===== config.mk =====
export PLATFORM = sky130hd
export DESIGN_NAME = event_aggregator_8way
export DESIGN_NICKNAME = d
export VERILOG_FILES = /design/src/rtl/evt_pkg.sv /design/src/rtl/rr_pick_8.sv /design/src/rtl/event_aggregator_8way.sv
export SDC_FILE = /design/constraint.sdc
export NUM_CORES = 1
export LEC_CHECK = 0
export CAP_MARGIN = 40
export CELL_PAD_IN_SITES_DETAIL_PLACEMENT = 1
export CELL_PAD_IN_SITES_GLOBAL_PLACEMENT = 1
export CORE_AREA = 2 2 95 74
export DETAILED_ROUTE_END_ITERATION = 8
export DIE_AREA = 0 0 97 76
export PLACE_DENSITY = 0.82
export SYNTH_ARGS = -nofsm -noshare
export SYNTH_HDL_FRONTEND = slang
export SYNTH_SLANG_ARGS = --single-unit

===== constraint.sdc =====
create_clock -name clk -period 4 [get_ports clk]
set_input_delay 0.8 -clock clk [delete_from_list [all_inputs] [get_ports clk]]
set_output_delay 0.8 -clock clk [all_outputs]
set_load 0.05 [all_outputs]

===== src/rtl/evt_pkg.sv =====
// Shared types and helpers for the 8-way event aggregator and its round-robin picker.
package evt_pkg;

  localparam int N_SRC = 8;
  localparam int ID_W  = $clog2(N_SRC);

  typedef enum logic [0:0] {
    IDLE  = 1'b0,
    OFFER = 1'b1
  } evt_state_t;

  // Round-robin search: returns {hit, id}, scanning last+1 .. last+N_SRC (wrapping),
  // so the channel just served is considered last.
  function automatic logic [ID_W:0] rr_next(input logic [N_SRC-1:0] req,
                                            input logic [ID_W-1:0]  last);
    logic            hit;
    logic [ID_W-1:0] id;
    logic [ID_W-1:0] idx;
    hit = 1'b0;
    id  = '0;
    for (int i = 1; i <= N_SRC; i++) begin
      idx = last + ID_W'(i);
      if (!hit && req[idx]) begin
        hit = 1'b1;
        id  = idx;
      end else begin
        hit = hit;
      end
    end
    return {hit, id};
  endfunction

endpackage


===== src/rtl/rr_pick_8.sv =====
// Combinational round-robin picker: first requesting channel after last_id.
module rr_pick_8
  import evt_pkg::*;
(
  input  logic [N_SRC-1:0] req,
  input  logic [ID_W-1:0]  last_id,
  output logic             hit,
  output logic [ID_W-1:0]  id
);

  // Pick the next requester in rotating priority order
  always_comb begin
    {hit, id} = rr_next(req, last_id);
  end

endmodule


===== src/rtl/event_aggregator_8way.sv =====
// Synchronises 8 asynchronous event lines, latches sticky maskable pending bits and
// serves them round-robin as a stream of channel IDs over a valid/ready handshake.
module event_aggregator_8way
  import evt_pkg::*;
#(
  parameter int SYNC_STAGES = 2,
  parameter bit EDGE_MODE   = 1'b1
) (
  input  logic             clk,
  input  logic             rst_n,
  input  logic [N_SRC-1:0] src_in,
  input  logic [N_SRC-1:0] mask,
  input  logic             clr_all,
  output logic             evt_valid,
  output logic [ID_W-1:0]  evt_id,
  input  logic             evt_ready,
  output logic [N_SRC-1:0] pending,
  output logic             any_pending,
  output logic [N_SRC-1:0] overflow
);

  logic [SYNC_STAGES-1:0][N_SRC-1:0] sync_r;
  logic [N_SRC-1:0] prev_r;
  logic [N_SRC-1:0] sync_s;
  logic [N_SRC-1:0] rise_s;
  logic [N_SRC-1:0] set_s;
  logic [N_SRC-1:0] clr_s;
  logic [N_SRC-1:0] ovf_set_s;
  logic [N_SRC-1:0] req_s;
  logic             hs_s;
  logic             pick_hit_s;
  logic [ID_W-1:0]  pick_id_s;
  logic [ID_W-1:0]  last_id_r;
  evt_state_t       state_r;

  // Metastability chain per line, plus one history stage for edge detection
  always_ff @(posedge clk or negedge rst_n) begin
    if (!rst_n) begin
      sync_r <= '0;
      prev_r <= '0;
    end else begin
      sync_r[0] <= src_in;
      for (int j = 1; j < SYNC_STAGES; j++) begin
        sync_r[j] <= sync_r[j-1];
      end
      prev_r <= sync_s;
    end
  end

  // Event detection, handshake clear and overflow terms
  always_comb begin
    sync_s = sync_r[SYNC_STAGES-1];
    rise_s = sync_s & ~prev_r;
    hs_s   = evt_valid & evt_ready;
    if (hs_s) begin
      clr_s = {{(N_SRC-1){1'b0}}, 1'b1} << evt_id;
    end else begin
      clr_s = '0;
    end
    if (EDGE_MODE) begin
      set_s     = rise_s & mask;
      ovf_set_s = rise_s & mask & pending & ~clr_s;
    end else begin
      set_s     = sync_s & mask;
      ovf_set_s = '0;
    end
  end

  // Sticky pending and overflow bits; a new event beats a same-cycle grant clear,
  // while clr_all beats everything
  always_ff @(posedge clk or negedge rst_n) begin
    if (!rst_n) begin
      pending  <= '0;
      overflow <= '0;
    end else if (clr_all) begin
      pending  <= '0;
      overflow <= '0;
    end else begin
      pending  <= (pending & ~clr_s) | set_s;
      overflow <= overflow | ovf_set_s;
    end
  end

  assign req_s       = pending & mask;
  assign any_pending = |req_s;

  rr_pick_8 u_pick (
    .req     (req_s),
    .last_id (last_id_r),
    .hit     (pick_hit_s),
    .id      (pick_id_s)
  );

  // Offer FSM: latch a pick in IDLE, hold it stable until the consumer takes it
  always_ff @(posedge clk or negedge rst_n) begin
    if (!rst_n) begin
      state_r   <= IDLE;
      evt_valid <= 1'b0;
      evt_id    <= '0;
      last_id_r <= ID_W'(N_SRC - 1);
    end else if (clr_all) begin
      state_r   <= IDLE;
      evt_valid <= 1'b0;
    end else begin
      case (state_r)
        IDLE: begin
          if (pick_hit_s) begin
            evt_id    <= pick_id_s;
            evt_valid <= 1'b1;
            state_r   <= OFFER;
          end else begin
            evt_valid <= 1'b0;
          end
        end
        OFFER: begin
          if (hs_s) begin
            last_id_r <= evt_id;
            evt_valid <= 1'b0;
            state_r   <= IDLE;
          end else begin
            evt_valid <= 1'b1;
          end
        end
        default: begin
          state_r   <= IDLE;
          evt_valid <= 1'b0;
        end
      endcase
    end
  end

endmodule


==> flow_summary.toml <==
[critical_path]
crit_chain = "clkdlybuf4s50_1 > nand2_1 > nand4_1 > nor2_1 > inv_1 > clkdlybuf4s50_1"
start_kind = "primary input"
cpMostUsedCell = "clkdlybuf4s50_1"
end_kind = "output port"
crit_type = "primary input to output port"
reg2reg_from = "last_id_r[1]$_DFFE_PN1P_"
critPathRequiredTime_ns = 3.20
crit_start = "mask[6]"
cpPeakStageDelay_ns = 0.71
arrival_ns = 2.77
critPathMaxFanout = 5
slowest_stage = "clkdlybuf4s50_1"

[synthesis]
yosysWarnings = 0
synth_cell_types = 55
synth-edff-count = 0
synth_cells = 235
yosysSeqAreaShare = 0.448
synthFlopType = "dfrtp_1"
synthMostInstantiatedCell = "dfrtp_1"
synth_common_cells = "dfrtp_1, nand2_1, o21ai_0"
yosys.area.top_type = "dfrtp_1"
synth_fp_nets = 257
avgSynthCellArea_um2 = 11.2
synth_area_um2 = 2630
post-synth-top-area-fraction = 0.418
synth-seq-cells = 47
synth_area_leaders = "dfrtp_1, mux4_2, o21ai_0"
ys_async_sr_fraction = 1.00

[sta]
period_needed_ns = 3.57
holdWs_ns = 0.350
period_share = 0.893
finalSetupViolations = 0
slew_violations = 0
hold_viol = 0
fin_tns_setup_ns = 0
max-slew-margin-rel = 0.608
finClkSkew_ns = 0.00935
worstMarginPinSlew_ns = 0.583
setup_slack_ns = 0.428
max_clock_freq_mhz = 280
rsz0062_at_grt = "false"

[power_and_ir_drop]
ir_drop_mv = 0.244
intPower_mw = 1.21
p_leak_nw = 1.23
clock_power_share = 0.176
switchingPower_mw = 0.880
pwr-share-seq = 0.327
p_total_mw = 2.09
powerDensity_nw_per_um2 = 652
p_comb_frac = 0.497
netSwitchingFraction = 0.422

[clock_tree]
clock-sinks = 47
htree_num_levels = 2
postCtsHoldBufs = 0
postCtsSetupBuffers = 0
cts_inserted_buffers = 5
cts_tree = "built"
cts_resized = 0
max-clock-path-buffers = 2
cts-root-buf = "clkbuf_8"
clk_latency_ns = 0.30
clk_pin_slew_ns = 0.09

[finish]
area_delta_synth_final_pct = 21.6
diodes = 0
nets = 299
drive_above_1_share = 0.147

[floorplanning]
core_area_um2 = 6540
die_h_um = 76
die_area_um2 = 7370
io_pins = 41
start_util = 0.402
die_w_um = 97
core.rowCount = 26

[global_routing]
grt_pass1_wl_mm = 12.1
grt_max_degree = 31
grt_overflow_total = 0
grt_usage = 0.204
grt_pass1_vias = 2277
antenna_found_initial = 0

[min_path]
min_path_type = "register to register"
min-delay-start = "sync_r[1]$_DFF_PN0_"

[placement]
gp_congestion = 0.922
pre_cts_ws_ns = 0.553
portBuffers = 40
dp_hpwl_mm = 5.22

[detailed_routing]
postRouteAntennaNets = 0
num_vias = 2112
drt_iter0_markers = 213
wl_per_cell_um = 19.5
remaining_drc_errors = 0
totalWireLength_mm = 7.05
drt-pass1-iter-count = 4
viasPerCell = 5.83

[run_status]
status = "complete, no violations"

[flow_run]
maxCapViolCount = 0
## power groups by stage
| stage | Clock [mW] | Sequential (mW) | Combinational (mW) |
|---|---|---|---|
| 2_1_floorplan | 0 | 0.660 | 0.833 |
| 3_3_place_gp | 0 | 0.689 | 0.999 |
| 3_5_place_dp | 0 | 0.691 | 1.02 |
| 4_1_cts | 0.376 | 0.682 | 1.03 |
| 5_1_grt | 0.398 | 0.699 | 1.13 |
| 6_report | 0.368 | 0.681 | 1.04 |
## kinds of logic (layout without fill, tap and decap cells)
logic type               Yosys count  count (layout)  share of synthesized area
AND/OR/NAND/NOR                   80              80                      0.176
buffers and inverters             15              58                     0.0466
multiplexers                      19              19                      0.132
flip-flops                        47              47                      0.448
XOR/XNOR                           3               3                     0.0128
AO/OA/AOI/OAI                     69              69                      0.175
adder cells (fa/ha/maj)            2               2                    0.00951
## critical path: cells and delay by family
kind	cells	cell delay (ns)
buffers and inverters	3	1.30
and+or+nand+nor	3	0.66
## layout make-up
class / instances / area [µm²]
multi-input combinational: 173 / 1330
inverter: 5 / 18.8
tap: 84 / 105
clock buffer: 6 / 82.6
timing repair buffer: 45 / 445
clock inverter: 2 / 38.8
sequential: 47 / 1180
fill: 710 / 3340
## registers in the layout, indices dropped and copies added (netlist names)
signal and flops:
pending 8, last_id_r 3, sync_s 8, overflow 8
sync_r 8, state_r 1, evt_id 3, prev_r 8
## per-layer routing
layer	vias to the layer above	share of wire	GRT usage
met1	1050	0.45	0.289
met3	13	0.058	0.0330
met4	0	0.020	0.0549
met5	-	0	0
met2	81	0.47	0.329
li1	968	-	-
## per-stage QoR
stage | cell area (µm²) | util | std cells
floorplan | 2630 | - | 235
global placement | 3060 | 0.468 | 353
detailed placement | 3080 | 0.471 | 354
CTS | 3200 | 0.489 | 362
global route | 3200 | 0.489 | 362
finish | 3200 | 0.489 | 362
## path summary, 6_finish.rpt
check / end / cells after the start / slack, ns
worst max-delay path: any_pending / 6 / 0.43
min in group asynchronous: sync_r[3]$_DFF_PN0_ / 1 / 0.42
worst min register to register: sync_s[1]$_DFF_PN0_ / 0 / 0.35
max in group asynchronous: pending[7]$_DFF_PN0_ / 2 / 3.08
worst min-delay path: sync_s[1]$_DFF_PN0_ / 0 / 0.35
worst max register to register: evt_id[1]$_DFFE_PN0P_ / 9 / 0.76
## layout by cell type, fill, tap and decap left out, drive strengths merged, types with 8 or more instances in the layout
master,netlist,layout
o21ai,20,20
a21oi,13,13
o21bai,8,8
nand3b,8,8
dfrtp,44,44
nor2,9,9
clkdlybuf4s50,0,39
mux4,12,12
nor2b,9,9
nand2,19,19
nand3,10,10
No activity file was read; power rests on OpenSTA's default activity.
